[config.mk]
export PLATFORM = sky130hd
export DESIGN_NAME = dcache_controller
export DESIGN_NICKNAME = d
export VERILOG_FILES = /design/src/rtl/dcache_pkg.sv /design/src/rtl/dcache_tag_array.sv /design/src/rtl/dcache_controller.sv
export SDC_FILE = /design/constraint.sdc
export NUM_CORES = 1
export LEC_CHECK = 0
export ABC_AREA = 1
export BUFFER_PORTS_ARGS = -buffer_cell sky130_fd_sc_hd__buf_4
export CAP_MARGIN = 20
export CORE_ASPECT_RATIO = 2
export CORE_UTILIZATION = 60
export DETAILED_ROUTE_END_ITERATION = 7
export GPL_ROUTABILITY_DRIVEN = 0
export PLACE_DENSITY = 0.76
export SLEW_MARGIN = 20
export SYNTH_ARGS = -nofsm -noshare
export SYNTH_HDL_FRONTEND = slang
export SYNTH_SLANG_ARGS = --single-unit
[constraint.sdc]
create_clock -name clk -period 3.18 [get_ports clk]
set_clock_uncertainty 0.2 [all_clocks]
set_input_delay 0.318 -clock clk [delete_from_list [all_inputs] [get_ports clk]]
set_output_delay 0.318 -clock clk [all_outputs]
set_load 0.02 [all_outputs]
[src/rtl/dcache_pkg.sv]
// Shared types, geometry constants and address-slice helpers
// for the direct-mapped data cache controller.
package dcache_pkg;

  localparam int ADDR_WIDTH   = 10;
  localparam int INDEX_WIDTH  = 5;
  localparam int OFFSET_WIDTH = 2;
  localparam int TAG_WIDTH    = ADDR_WIDTH - INDEX_WIDTH - OFFSET_WIDTH;
  localparam int LINES        = 1 << INDEX_WIDTH;
  localparam int IO_WIDTH     = INDEX_WIDTH + OFFSET_WIDTH;

  typedef enum logic [1:0] {
    IDLE,
    RD_MISS,
    REFILL,
    WR_WAIT
  } state_e;

  function automatic logic [TAG_WIDTH-1:0] tag_of(
    input logic [ADDR_WIDTH-1:0] a
  );
    return a[ADDR_WIDTH-1 -: TAG_WIDTH];
  endfunction

  function automatic logic [INDEX_WIDTH-1:0] index_of(
    input logic [ADDR_WIDTH-1:0] a
  );
    return a[OFFSET_WIDTH +: INDEX_WIDTH];
  endfunction

  function automatic logic [ADDR_WIDTH-1:0] block_base(
    input logic [ADDR_WIDTH-1:0] a
  );
    return {a[ADDR_WIDTH-1:OFFSET_WIDTH], {OFFSET_WIDTH{1'b0}}};
  endfunction

endpackage

[src/rtl/dcache_tag_array.sv]
// Tag/valid store: combinational lookup, one write port used on refill,
// valid bits cleared by synchronous reset.
module dcache_tag_array
  import dcache_pkg::*;
(
  input  logic                   clk,
  input  logic                   reset,
  input  logic [INDEX_WIDTH-1:0] index,
  input  logic [TAG_WIDTH-1:0]   tag,
  input  logic                   wr_en,
  output logic                   hit
);

  logic [LINES-1:0]     valid_q, valid_d;
  logic [TAG_WIDTH-1:0] tag_q [LINES];
  logic [TAG_WIDTH-1:0] tag_d [LINES];

  always_comb begin
    valid_d = valid_q;
    tag_d   = tag_q;
    if (wr_en) begin
      valid_d[index] = 1'b1;
      tag_d[index]   = tag;
    end
    if (reset) valid_d = '0;
  end

  always_ff @(posedge clk) begin
    valid_q <= valid_d;
    tag_q   <= tag_d;
  end

  assign hit = valid_q[index] && (tag_q[index] == tag);

endmodule

[src/rtl/dcache_controller.sv]
// Write-through, read-allocate direct-mapped D-cache sequencer:
// hit/miss decision, array strobes and main-memory handshake.
module dcache_controller
  import dcache_pkg::*;
(
  input  logic                  clk,
  input  logic                  reset,
  input  logic                  cpu_rd,
  input  logic                  cpu_wr,
  input  logic [ADDR_WIDTH-1:0] cpu_addr,
  output logic                  stall,
  output logic                  hit,
  output logic                  cache_read,
  output logic                  cache_update,
  output logic                  cache_refill,
  output logic [IO_WIDTH-1:0]   cache_index_offset,
  output logic                  mm_rd,
  output logic                  mm_wr,
  output logic [ADDR_WIDTH-1:0] mm_addr,
  input  logic                  mm_ready
);

  state_e state_q, state_d;
  logic   lookup_hit;

  dcache_tag_array u_tags (
    .clk   (clk),
    .reset (reset),
    .index (index_of(cpu_addr)),
    .tag   (tag_of(cpu_addr)),
    .wr_en (cache_refill),
    .hit   (lookup_hit)
  );

  assign cache_index_offset = cpu_addr[IO_WIDTH-1:0];

  always_comb begin
    state_d      = state_q;
    stall        = 1'b0;
    hit          = lookup_hit;
    cache_read   = 1'b0;
    cache_update = 1'b0;
    cache_refill = 1'b0;
    mm_rd        = 1'b0;
    mm_wr        = 1'b0;
    mm_addr      = '0;
    unique case (state_q)
      IDLE: begin
        if (cpu_wr) begin
          stall        = 1'b1;
          mm_wr        = 1'b1;
          mm_addr      = cpu_addr;
          cache_update = lookup_hit;
          state_d      = WR_WAIT;
        end else if (cpu_rd) begin
          if (lookup_hit) begin
            cache_read = 1'b1;
          end else begin
            stall   = 1'b1;
            mm_rd   = 1'b1;
            mm_addr = block_base(cpu_addr);
            state_d = RD_MISS;
          end
        end
      end
      RD_MISS: begin
        stall   = 1'b1;
        mm_rd   = 1'b1;
        mm_addr = block_base(cpu_addr);
        if (mm_ready) state_d = REFILL;
      end
      REFILL: begin
        stall        = 1'b1;
        cache_refill = 1'b1;
        state_d      = IDLE;
      end
      WR_WAIT: begin
        stall   = ~mm_ready;
        mm_wr   = 1'b1;
        mm_addr = cpu_addr;
        if (mm_ready) state_d = IDLE;
      end
      default: state_d = IDLE;
    endcase
    // reset masks every output except the pass-through index/offset
    if (reset) begin
      state_d      = IDLE;
      stall        = 1'b0;
      hit          = 1'b0;
      cache_read   = 1'b0;
      cache_update = 1'b0;
      cache_refill = 1'b0;
      mm_rd        = 1'b0;
      mm_wr        = 1'b0;
      mm_addr      = '0;
    end
  end

  always_ff @(posedge clk) begin
    state_q <= state_d;
  end

endmodule

==> impl_metrics.csv <==
group,metric,value,unit
pwr,leakage,2.94,nW
sta,period_share,91.7,%
worst_hold_path,hold_class,"in2reg",
job,maxCapViolCount,0,
die,core.rowCount,50,
clock_tree,cts_resized,0,
worst_setup_path,r2r-start,"state_q[0]$_SDFFE_PP0P_",
placed_design,portBuffers,38,
worst_setup_path,worst_ep_required_time,2660,ps
layout,fin_cells,872,
global_route,grt.total_usage,30.5,%
global_route,grt-busiest-layer,"met2",
die,ioPinCount,39,
layout,drive_gt1_share,11.9,%
route,route.detailed.vias_per_inst,5.44,
sta,timing.hold.ws,128,ps
clock_tree,clock_sinks,130,
global_route,grtUsageMet3,6.66,%
clock_tree,root_buffer,"clkbuf_16",
sta,layout_setup_ws,265,ps
layout,design_area,0.00683,mm²
logic_synthesis,netlist_area,0.00590,mm²
pwr,p_comb_share,10.8,%
clock_tree,hold_buffers,0,
pwr,p_per_area,614,mW/mm²
sta,finalHoldViolations,0,
sta,rsz0062_at_grt,"false",
die,fp.dieH,142,µm
pwr,seqPwrFrac,43.9,%
worst_setup_path,worstSetupStartpointType,"input port",
worst_setup_path,end_kind,"primary output",
route,drt_iter0_drc,443,
global_route,grt_use_met1,31.7,%
sta,worst_slew_pin_slew,615,ps
layout,nets,750,
worst_setup_path,arrival,2400,ps
placed_design,dp_hpwl,9140,µm
route,route.detailed.drc,0,
route,via_count,4742,
layout,antenna_cells,0,
clock_tree,clockBufferDepth,2,
global_route,grt_pass1_vias,4574,
clock_tree,cts_tree,"yes",
logic_synthesis,synth_nets,717,
route,totalWireLength,14500,µm
global_route,grt-ovfl-total,0,
sta,finalCriticalPeriod,2910,ps
die,dieWidth,72.1,µm
layout,mostFrequentLayoutCells,"nand2_1 (313), nor2_1 (124), edfxtp_1 (96)",
worst_setup_path,path_class,"in2out",
worst_hold_path,hp-start,"reset",
pwr,switching_share,25.1,%
placed_design,dp.cells,841,
pwr,ir_drop,473,µV
logic_synthesis,syn_area_per_cell,8.46,µm²
layout,final_common_cell,"nand2_1",
worst_setup_path,crit_start,"cpu_addr[2]",
die,die_area,0.0103,mm²
clock_tree,htree_levels,4,
global_route,grt_max_degree,52,
global_route,use_met2,55.5,%
clock_tree,numCtsBuffers,17,
clock_tree,clock_latency,420,ps
sta,slew_headroom,58.7,%
logic_synthesis,ys_seq_elements,130,
die,coreArea,0.00945,mm²
placed_design,dp_slack,307,ps
route,drt-wirelength-per-cell,16.6,µm
pwr,intPower,3.15,mW
clock_tree,post-cts-setup-buffer-count,0,
logic_synthesis,synth_cells,697,
worst_setup_path,cp_max_fo,51,
sta,fin_tns_setup,0,ps
logic_synthesis,ys_types,22,
die,initial_utilization,62.4,%
pwr,p_sw,1.05,mW
global_route,antenna_found_initial,0,
layout,syn_to_final_growth,15.9,%
sta,maxSlewViolCount,0,
route,postRouteAntennaNets,0,
clock_tree,clkTransAtPathRegs,60,ps
sta,setup_viol,0,
placed_design,placed_area,0.00625,mm²
pwr,total_power,4.20,mW
pwr,pwr-share-clk,45.2,%
run_status,status,"finished, final reports clean",
logic_synthesis,ys_seq_area_share,60.4,%
layout,fin_util,72.3,%
logic_synthesis,yosysWarningCount,0,
global_route,grt_pass1_wl,22500,µm
route,dr.pass1.iters,5,
sta,fmax,0.343,GHz
-- worst max-delay path, stage by stage --
cell and delay (ps):
buf_4 190, buf_12 210, nor2_1 360, nand2_1 120, nand3_1 110, nand2_1 60, nand2_1 80, nor2_1 50
nand2_1 90, nor2_1 50, nor2_1 120, nand2_2 100, nand3_1 90, nand3_2 140, nand2_1 100, inv_1 50
buf_4 150
-- Yosys cell counts, drive strengths merged --
| library cell | count | share of area [%] |
|---|---|---|
| nand2 | 317 | 20 |
| nor2 | 126 | 8.1 |
| edfxtp | 96 | 49 |
| inv | 37 | 2.4 |
| dfxtp | 34 | 12 |
| buf | 27 | 2.9 |
| nand3 | 16 | 1.4 |
| a21oi | 14 | 1.3 |
| nor3 | 8 | 0.68 |
| o21ai | 7 | 0.59 |
| clkbuf | 6 | 0.38 |
| ha | 5 | 1.1 |
| nand4 | 3 | 0.32 |
| or2 | 1 | 0.11 |
-- path summary, 6_finish.rpt --
check                           slack [ps]  depth (start not counted)                         endpoint
worst max-delay path                   270                         17                       mm_addr[6]
worst min-delay path                   130                          2  u_tags.valid_q[30]$_SDFFE_PP0P_
worst max register to register        1030                          6       u_tags.tag_q[64]$_DFFE_PP_
worst min register to register         270                          2  u_tags.valid_q[22]$_SDFFE_PP0P_
-- area by class of cell --
type | instances | area [µm²]
flip-flops and latches | 130 | 3560
repair buffers | 47 | 390
fillers | 695 | 2610
clock buffers | 19 | 443
multi-input cells | 497 | 2000
clock inverters | 12 | 136
well taps | 130 | 163
inverters | 37 | 139
-- layer usage --
layer / share of wire (%) / vias to the layer above / wire [µm]
li1: - / 2255 / -
met1: 35 / 2208 / 5010
met3: 6.7 / 52 / 967
met2: 55 / 227 / 7920
met5: 0 / - / 0
met4: 4.0 / 0 / 586
-- flip-flops by register name, summed over array words and instances (netlist names) --
| name | count |
|---|---|
| u_tags.valid_q | 32 |
| u_tags.tag_q | 96 |
| state_q | 2 |
-- logic make-up (layout without fill, tap and decap cells) --
family	count (synthesis)	count (layout)	synth area share, %
buffers and inverters	70	115	5.69
AO/OA/AOI/OAI	21	21	1.85
adder cells (fa/ha/maj)	5	5	1.06
AND/OR/NAND/NOR	471	471	31.0
flip-flops	130	130	60.4
-- power by group through the flow --
stage / logic, mW / clock network, mW / registers (mW)
floorplan: 0.292 / 0 / 1.88
global placement: 0.442 / 0 / 1.88
detailed placement: 0.451 / 0 / 1.88
CTS: 0.455 / 1.90 / 1.84
global route: 0.503 / 1.98 / 1.85
finish: 0.455 / 1.90 / 1.84
Power figures use the tool's default switching activity.
